File: src/rtl/multibyte_compare_seq.sv
// multibyte_compare_seq
//
// Folds a stream of per-byte magnitude flags (most-significant byte first)
// from a single 8-bit comparator into one verdict for a NUM_BYTES-wide
// operand pair.
//
// Handshakes: a transfer happens on a rising clk edge where valid && ready
// are both 1. The producer holds its data while valid=1 and ready=0. Input
// side: in_valid/in_ready, where in_ready = !res_valid. Result side:
// res_valid/res_ready, where the result is held stable until it is taken.
//
// Ports
//   clk, rst_n          clock, asynchronous active-low reset
//   in_g/in_e/in_l      byte flags a>b, a==b, a<b
//   in_valid, in_ready  input handshake
//   flush               synchronous abort of the current pair; it drops
//                       the byte presented in the same cycle
//   res_g/res_e/res_l   wide verdict A>B, A==B, A<B
//   res_err             some byte in the pair had a flag vector that was
//                       not one-hot
//   res_valid,res_ready result handshake
//   dbg_state           current FSM state (IDLE=0 ACCUM=1 DECIDED=2 DONE=3)
module multibyte_compare_seq #(
  parameter int NUM_BYTES = 4,
  parameter int CNT_W     = 4
) (
  input  logic       clk,
  input  logic       rst_n,
  input  logic       in_g,
  input  logic       in_e,
  input  logic       in_l,
  input  logic       in_valid,
  output logic       in_ready,
  input  logic       flush,
  output logic       res_g,
  output logic       res_e,
  output logic       res_l,
  output logic       res_err,
  output logic       res_valid,
  input  logic       res_ready,
  output logic [1:0] dbg_state
);

  typedef enum logic [1:0] {
    S_IDLE    = 2'd0,
    S_ACCUM   = 2'd1,
    S_DECIDED = 2'd2,
    S_DONE    = 2'd3
  } state_t;

  localparam logic [CNT_W-1:0] LAST_IDX = CNT_W'(NUM_BYTES - 1);

  state_t           r_state,     w_state_n;
  logic [CNT_W-1:0] r_cnt,       w_cnt_n;
  logic             r_lock,      w_lock_n;    // a byte has decided the pair
  logic             r_lock_g,    w_lock_g_n;  // locked verdict: 1=A>B, 0=A<B
  logic             r_err,       w_err_n;
  logic             r_res_g,     w_res_g_n;
  logic             r_res_e,     w_res_e_n;
  logic             r_res_l,     w_res_l_n;
  logic             r_res_err,   w_res_err_n;
  logic             r_res_valid, w_res_valid_n;

  logic             w_accept;
  logic             w_onehot;
  logic             w_last;

  assign in_ready  = !r_res_valid;
  assign w_accept  = in_valid && in_ready;
  assign w_onehot  = ({in_g, in_e, in_l} == 3'b100) ||
                     ({in_g, in_e, in_l} == 3'b010) ||
                     ({in_g, in_e, in_l} == 3'b001);
  assign w_last    = (r_cnt == LAST_IDX);

  assign res_g     = r_res_g;
  assign res_e     = r_res_e;
  assign res_l     = r_res_l;
  assign res_err   = r_res_err;
  assign res_valid = r_res_valid;
  assign dbg_state = r_state;

  always_comb begin
    w_state_n     = r_state;
    w_cnt_n       = r_cnt;
    w_lock_n      = r_lock;
    w_lock_g_n    = r_lock_g;
    w_err_n       = r_err;
    w_res_g_n     = r_res_g;
    w_res_e_n     = r_res_e;
    w_res_l_n     = r_res_l;
    w_res_err_n   = r_res_err;
    w_res_valid_n = r_res_valid;

    if (flush) begin
      // Flush wins over an accept or a result handshake in the same cycle.
      w_state_n     = S_IDLE;
      w_cnt_n       = '0;
      w_lock_n      = 1'b0;
      w_lock_g_n    = 1'b0;
      w_err_n       = 1'b0;
      w_res_g_n     = 1'b0;
      w_res_e_n     = 1'b0;
      w_res_l_n     = 1'b0;
      w_res_err_n   = 1'b0;
      w_res_valid_n = 1'b0;
    end else begin
      case (r_state)
        S_IDLE, S_ACCUM, S_DECIDED: begin
          if (w_accept) begin
            w_cnt_n = r_cnt + CNT_W'(1);
            if (!w_onehot) begin
              // Bad code: poison the pair but leave the lock alone.
              w_err_n = 1'b1;
            end else if (!r_lock && !in_e) begin
              w_lock_n   = 1'b1;
              w_lock_g_n = in_g;
            end
            if (w_last) begin
              // The result is registered on the edge that takes the last byte.
              w_state_n     = S_DONE;
              w_res_valid_n = 1'b1;
              w_res_err_n   = w_err_n;
              w_res_g_n     = !w_err_n && w_lock_n && w_lock_g_n;
              w_res_l_n     = !w_err_n && w_lock_n && !w_lock_g_n;
              w_res_e_n     = !w_err_n && !w_lock_n;
            end else begin
              w_state_n = w_lock_n ? S_DECIDED : S_ACCUM;
            end
          end
        end
        S_DONE: begin
          if (r_res_valid && res_ready) begin
            w_state_n     = S_IDLE;
            w_cnt_n       = '0;
            w_lock_n      = 1'b0;
            w_lock_g_n    = 1'b0;
            w_err_n       = 1'b0;
            w_res_g_n     = 1'b0;
            w_res_e_n     = 1'b0;
            w_res_l_n     = 1'b0;
            w_res_err_n   = 1'b0;
            w_res_valid_n = 1'b0;
          end
        end
        default: begin
          w_state_n = S_IDLE;
        end
      endcase
    end
  end

  always_ff @(posedge clk or negedge rst_n) begin
    if (!rst_n) begin
      r_state     <= S_IDLE;
      r_cnt       <= '0;
      r_lock      <= 1'b0;
      r_lock_g    <= 1'b0;
      r_err       <= 1'b0;
      r_res_g     <= 1'b0;
      r_res_e     <= 1'b0;
      r_res_l     <= 1'b0;
      r_res_err   <= 1'b0;
      r_res_valid <= 1'b0;
    end else begin
      r_state     <= w_state_n;
      r_cnt       <= w_cnt_n;
      r_lock      <= w_lock_n;
      r_lock_g    <= w_lock_g_n;
      r_err       <= w_err_n;
      r_res_g     <= w_res_g_n;
      r_res_e     <= w_res_e_n;
      r_res_l     <= w_res_l_n;
      r_res_err   <= w_res_err_n;
      r_res_valid <= w_res_valid_n;
    end
  end

endmodule

File: config.mk
export PLATFORM = sky130hd
export DESIGN_NAME = multibyte_compare_seq
export DESIGN_NICKNAME = d
export VERILOG_FILES = /design/src/rtl/multibyte_compare_seq.sv
export SDC_FILE = /design/constraint.sdc
export NUM_CORES = 1
export LEC_CHECK = 0
export ABC_CLOCK_PERIOD_IN_PS = 1800
export CORE_UTILIZATION = 43
export CTS_CLUSTER_DIAMETER = 50
export DETAILED_ROUTE_END_ITERATION = 10
export PLACE_DENSITY = 0.64
export SYNTH_ARGS = -nofsm -noshare
export SYNTH_HDL_FRONTEND = slang
export SYNTH_SLANG_ARGS = --single-unit
File: constraint.sdc
create_clock -name clk -period 1.8 [get_ports clk]
set_input_delay 0.36 -clock clk [delete_from_list [all_inputs] [get_ports clk]]
set_output_delay 0.36 -clock clk [all_outputs]
set_load 0.005 [all_outputs]
==> metrics <==
outcome complete, no violations; total number of vias 805; top area cells in the synthesized netlist sky130_fd_sc_hd__dfrtp_1 43%, sky130_fd_sc_hd__o31ai_1 4.6%, sky130_fd_sc_hd__o311ai_0 4.3%; diodes inserted 0; top fanout value on the critical path 9; number of enable flip-flop cells after synthesis 0; minimum setup slack among reg-to-reg paths 140 ps; initial antenna violation count 0; unrepaired setup endpoints after global routing false; chain of cells forming the critical path clkdlybuf4s50_1; DRC Markers 0; HPWL after DPL 1550 µm; global-route wire length before repair 3410 µm; Cell variety after synth 37; Hold Crit Class in -> async; Port Buffers 15; Worst slew margin 71.9%; share of layout cells above drive strength 1 24.1%; die boundary width 45.7 µm; endpoint class of the critical path output pin; placed cell count 133; number of fillers in the final layout roughly 160; Post-Synthesis Net Count 86; sink count of the clock tree 14; number of logic stages on the critical path including buffering 1; detail-routed via count per cell roughly 5.9; CP top delay family buffers and inverters; Layout Skew 2.27 ps; worst skew pair latency roughly 280 ps; number of iterations in the first detailed-routing pass 4; share of the synthesized area in the top cell type 42.7%; clock slew at the register clock pins of the worst setup and hold paths 90 ps; number of buffers and inverters on the critical path 1; Critical path origin dbg_state[0]$_DFFE_PN0P_; synthesis-to-layout area growth 41.2%; number of cell rows 15; count of warnings emitted by yosys 0; final net count about 120; Final setup viols 0; number of violations of the max-capacitance limit 0; post-detailed-route wirelength per cell 15.1 µm; sequential share of the synthesized area between 40% and 50%; share of flip-flops with an asynchronous set or reset 100%; Cell Count, Final, Fillers Out 137; critical path start-end classification reg -> out; Peak supply drop about 0.43 mV; full die area 2080 µm²; number of global-route vias before repair about 750; Post-Synthesis Mean Instance Area between 10 and 15 µm²; element type at the critical path start flip-flop; Worst Max-Slew Pin Slew 421 ps; cell with the largest stage delay on the worst path sky130_fd_sc_hd__clkdlybuf4s50_1; endpoints failing hold 0; top cells by instance count after synthesis 14 x sky130_fd_sc_hd__dfrtp_1, 6 x sky130_fd_sc_hd__a21oi_1, 5 x sky130_fd_sc_hd__o31ai_1; final RePlAce weighted congestion approximately 0.78; post-layout util 65.6%; number of flip-flops and latches in the synthesized netlist 14; count of hold-fix buffers inserted at cts 0; Achievable Freq 0.591 GHz; global route total overflow 0; depth of the worst register-to-register path 4; shortest clock period the worst path allows after layout ~1700 ps; CTS tree done; count of antenna-violating nets left after detailed routing 0; drt first-iter violations 12; maximum level of the CTS H-tree 1; Die Y 45.7 µm; Leak 0.000493 µW; Core ar. 1760 µm²; slowest stage delay, CP 550 ps; Clock Root Buffer sky130_fd_sc_hd__clkbuf_4; worst slack after detailed placement -162 ps; IO Count 16; most numerous cell in the Yosys netlist sky130_fd_sc_hd__dfrtp_1; maximum number of pins on one net before global-route repair 15; post-synthesis instance total 77; final worst-path cycle share 93.9%; termination of the worst setup path dbg_state[0]; post-synthesis cell type with the largest combined area sky130_fd_sc_hd__dfrtp_1; final worst setup slack 109 ps; # resized after CTS 0; capturing point of the worst reg2reg path res_g$_DFFE_PN0P_; final slew viol count 0; prevailing post-synth register cell sky130_fd_sc_hd__dfrtp_1; global-route usage over all layers 23.6%; Mapped Area 820 µm²; post-CTS setup buffer count 0; sum of routed wire length over all layers 2070 µm; r2r startpoint r_cnt[0]$_DFFE_PN0P_; pwr dens between 600 and 700 nW/µm²; initial core utilization 46.5%; number of clock buffers inserted by TritonCTS 3; WP data required 1440 ps; clock tree buffer depth 2; CP arrival roughly 1300 ps
-- layout make-up --
class                      instances  area [µm²]  area share (%)
clock buffer                       4        36.3            3.14
inverter                           3        11.3           0.973
multi-input combinational         58         443            38.3
sequential                        14         350            30.3
tap                               25        31.3            2.70
timing repair buffer              33         285            24.6
-- power by group --
part | total, µW | leakage (µW) | internal, µW | switching (µW)
registers | 344 | 0.000192 | 327 | 17.6
logic | 141 | 0.000280 | 77.2 | 63.5
clock network | 227 | 0.0000210 | 123 | 103
total | 712 | 0.000493 | 527 | 184
-- logic make-up (layout without fill, tap and decap cells) --
family                   count (synthesis)  after routing  share of synthesized area (%)
AND/OR/NAND/NOR                         24             24                           20.2
multiplexers                             1              1                           1.37
flip-flops                              14             14                           42.7
buffers and inverters                    5             40                           3.21
AO/OA/AOI/OAI                           32             32                           31.0
adder cells (fa/ha/maj)                  1              1                           1.53
-- metrics by stage --
stage / power (µW) / cell area, µm² / TNS (ps) / hold WS [ps]
5_1_grt: 752 / 1160 / 0 / 398
3_5_place_dp: 491 / 1120 / -530 / 491
3_3_place_gp: 487 / 1120 / -264 / 486
2_1_floorplan: 407 / 820 / 0 / 64.4
6_report: 712 / 1160 / 0 / 385
4_1_cts: 721 / 1160 / 0 / 392
-- flip-flops by register name, indices dropped and copies added, names as in the netlist --
signal and cells:
r_lock 1, res_valid 1, r_lock_g 1, res_g 1, res_l 1, res_err 1
r_err 1, r_cnt 4, dbg_state 2, res_e 1
-- cell usage in the layout, fill, tap and decap left out, types with 2 or more instances in the layout --
master,n
sky130_fd_sc_hd__a21oi_1,6
sky130_fd_sc_hd__a22o_1,3
sky130_fd_sc_hd__and3b_1,2
sky130_fd_sc_hd__buf_4,18
sky130_fd_sc_hd__clkbuf_4,3
sky130_fd_sc_hd__clkdlybuf4s50_1,15
sky130_fd_sc_hd__dfrtp_1,14
sky130_fd_sc_hd__inv_1,3
sky130_fd_sc_hd__nand3_1,3
sky130_fd_sc_hd__nor2b_1,2
sky130_fd_sc_hd__nor3_1,3
sky130_fd_sc_hd__nor3b_1,3
sky130_fd_sc_hd__o2bb2ai_1,2
sky130_fd_sc_hd__o311ai_0,4
sky130_fd_sc_hd__o31ai_1,5
sky130_fd_sc_hd__o41ai_1,2
sky130_fd_sc_hd__or4_1,2
-- worst min path at each step --
stage	end	cells after the start
5_1_grt	r_cnt[1]$_DFFE_PN0P_	2
3_3_place_gp	res_err$_DFFE_PN0P_	1
6_report	res_valid$_DFFE_PN0P_	2
3_5_place_dp	res_err$_DFFE_PN0P_	1
4_1_cts	r_cnt[3]$_DFFE_PN0P_	2
2_1_floorplan	dbg_state[0]$_DFFE_PN0P_	0
-- metal layers --
metal / routed length [µm] / up-vias / share of wire [%] / global-route usage [%]
met4: 14 / 0 / 0.68 / 4.85
met5: 0 / - / 0 / 0
met3: 102 / 4 / 4.9 / 6.35
li1: - / 391 / - / -
met1: 1040 / 385 / 50 / 33.3
met2: 915 / 25 / 44 / 36.0
(Power assumes the default switching activity.)
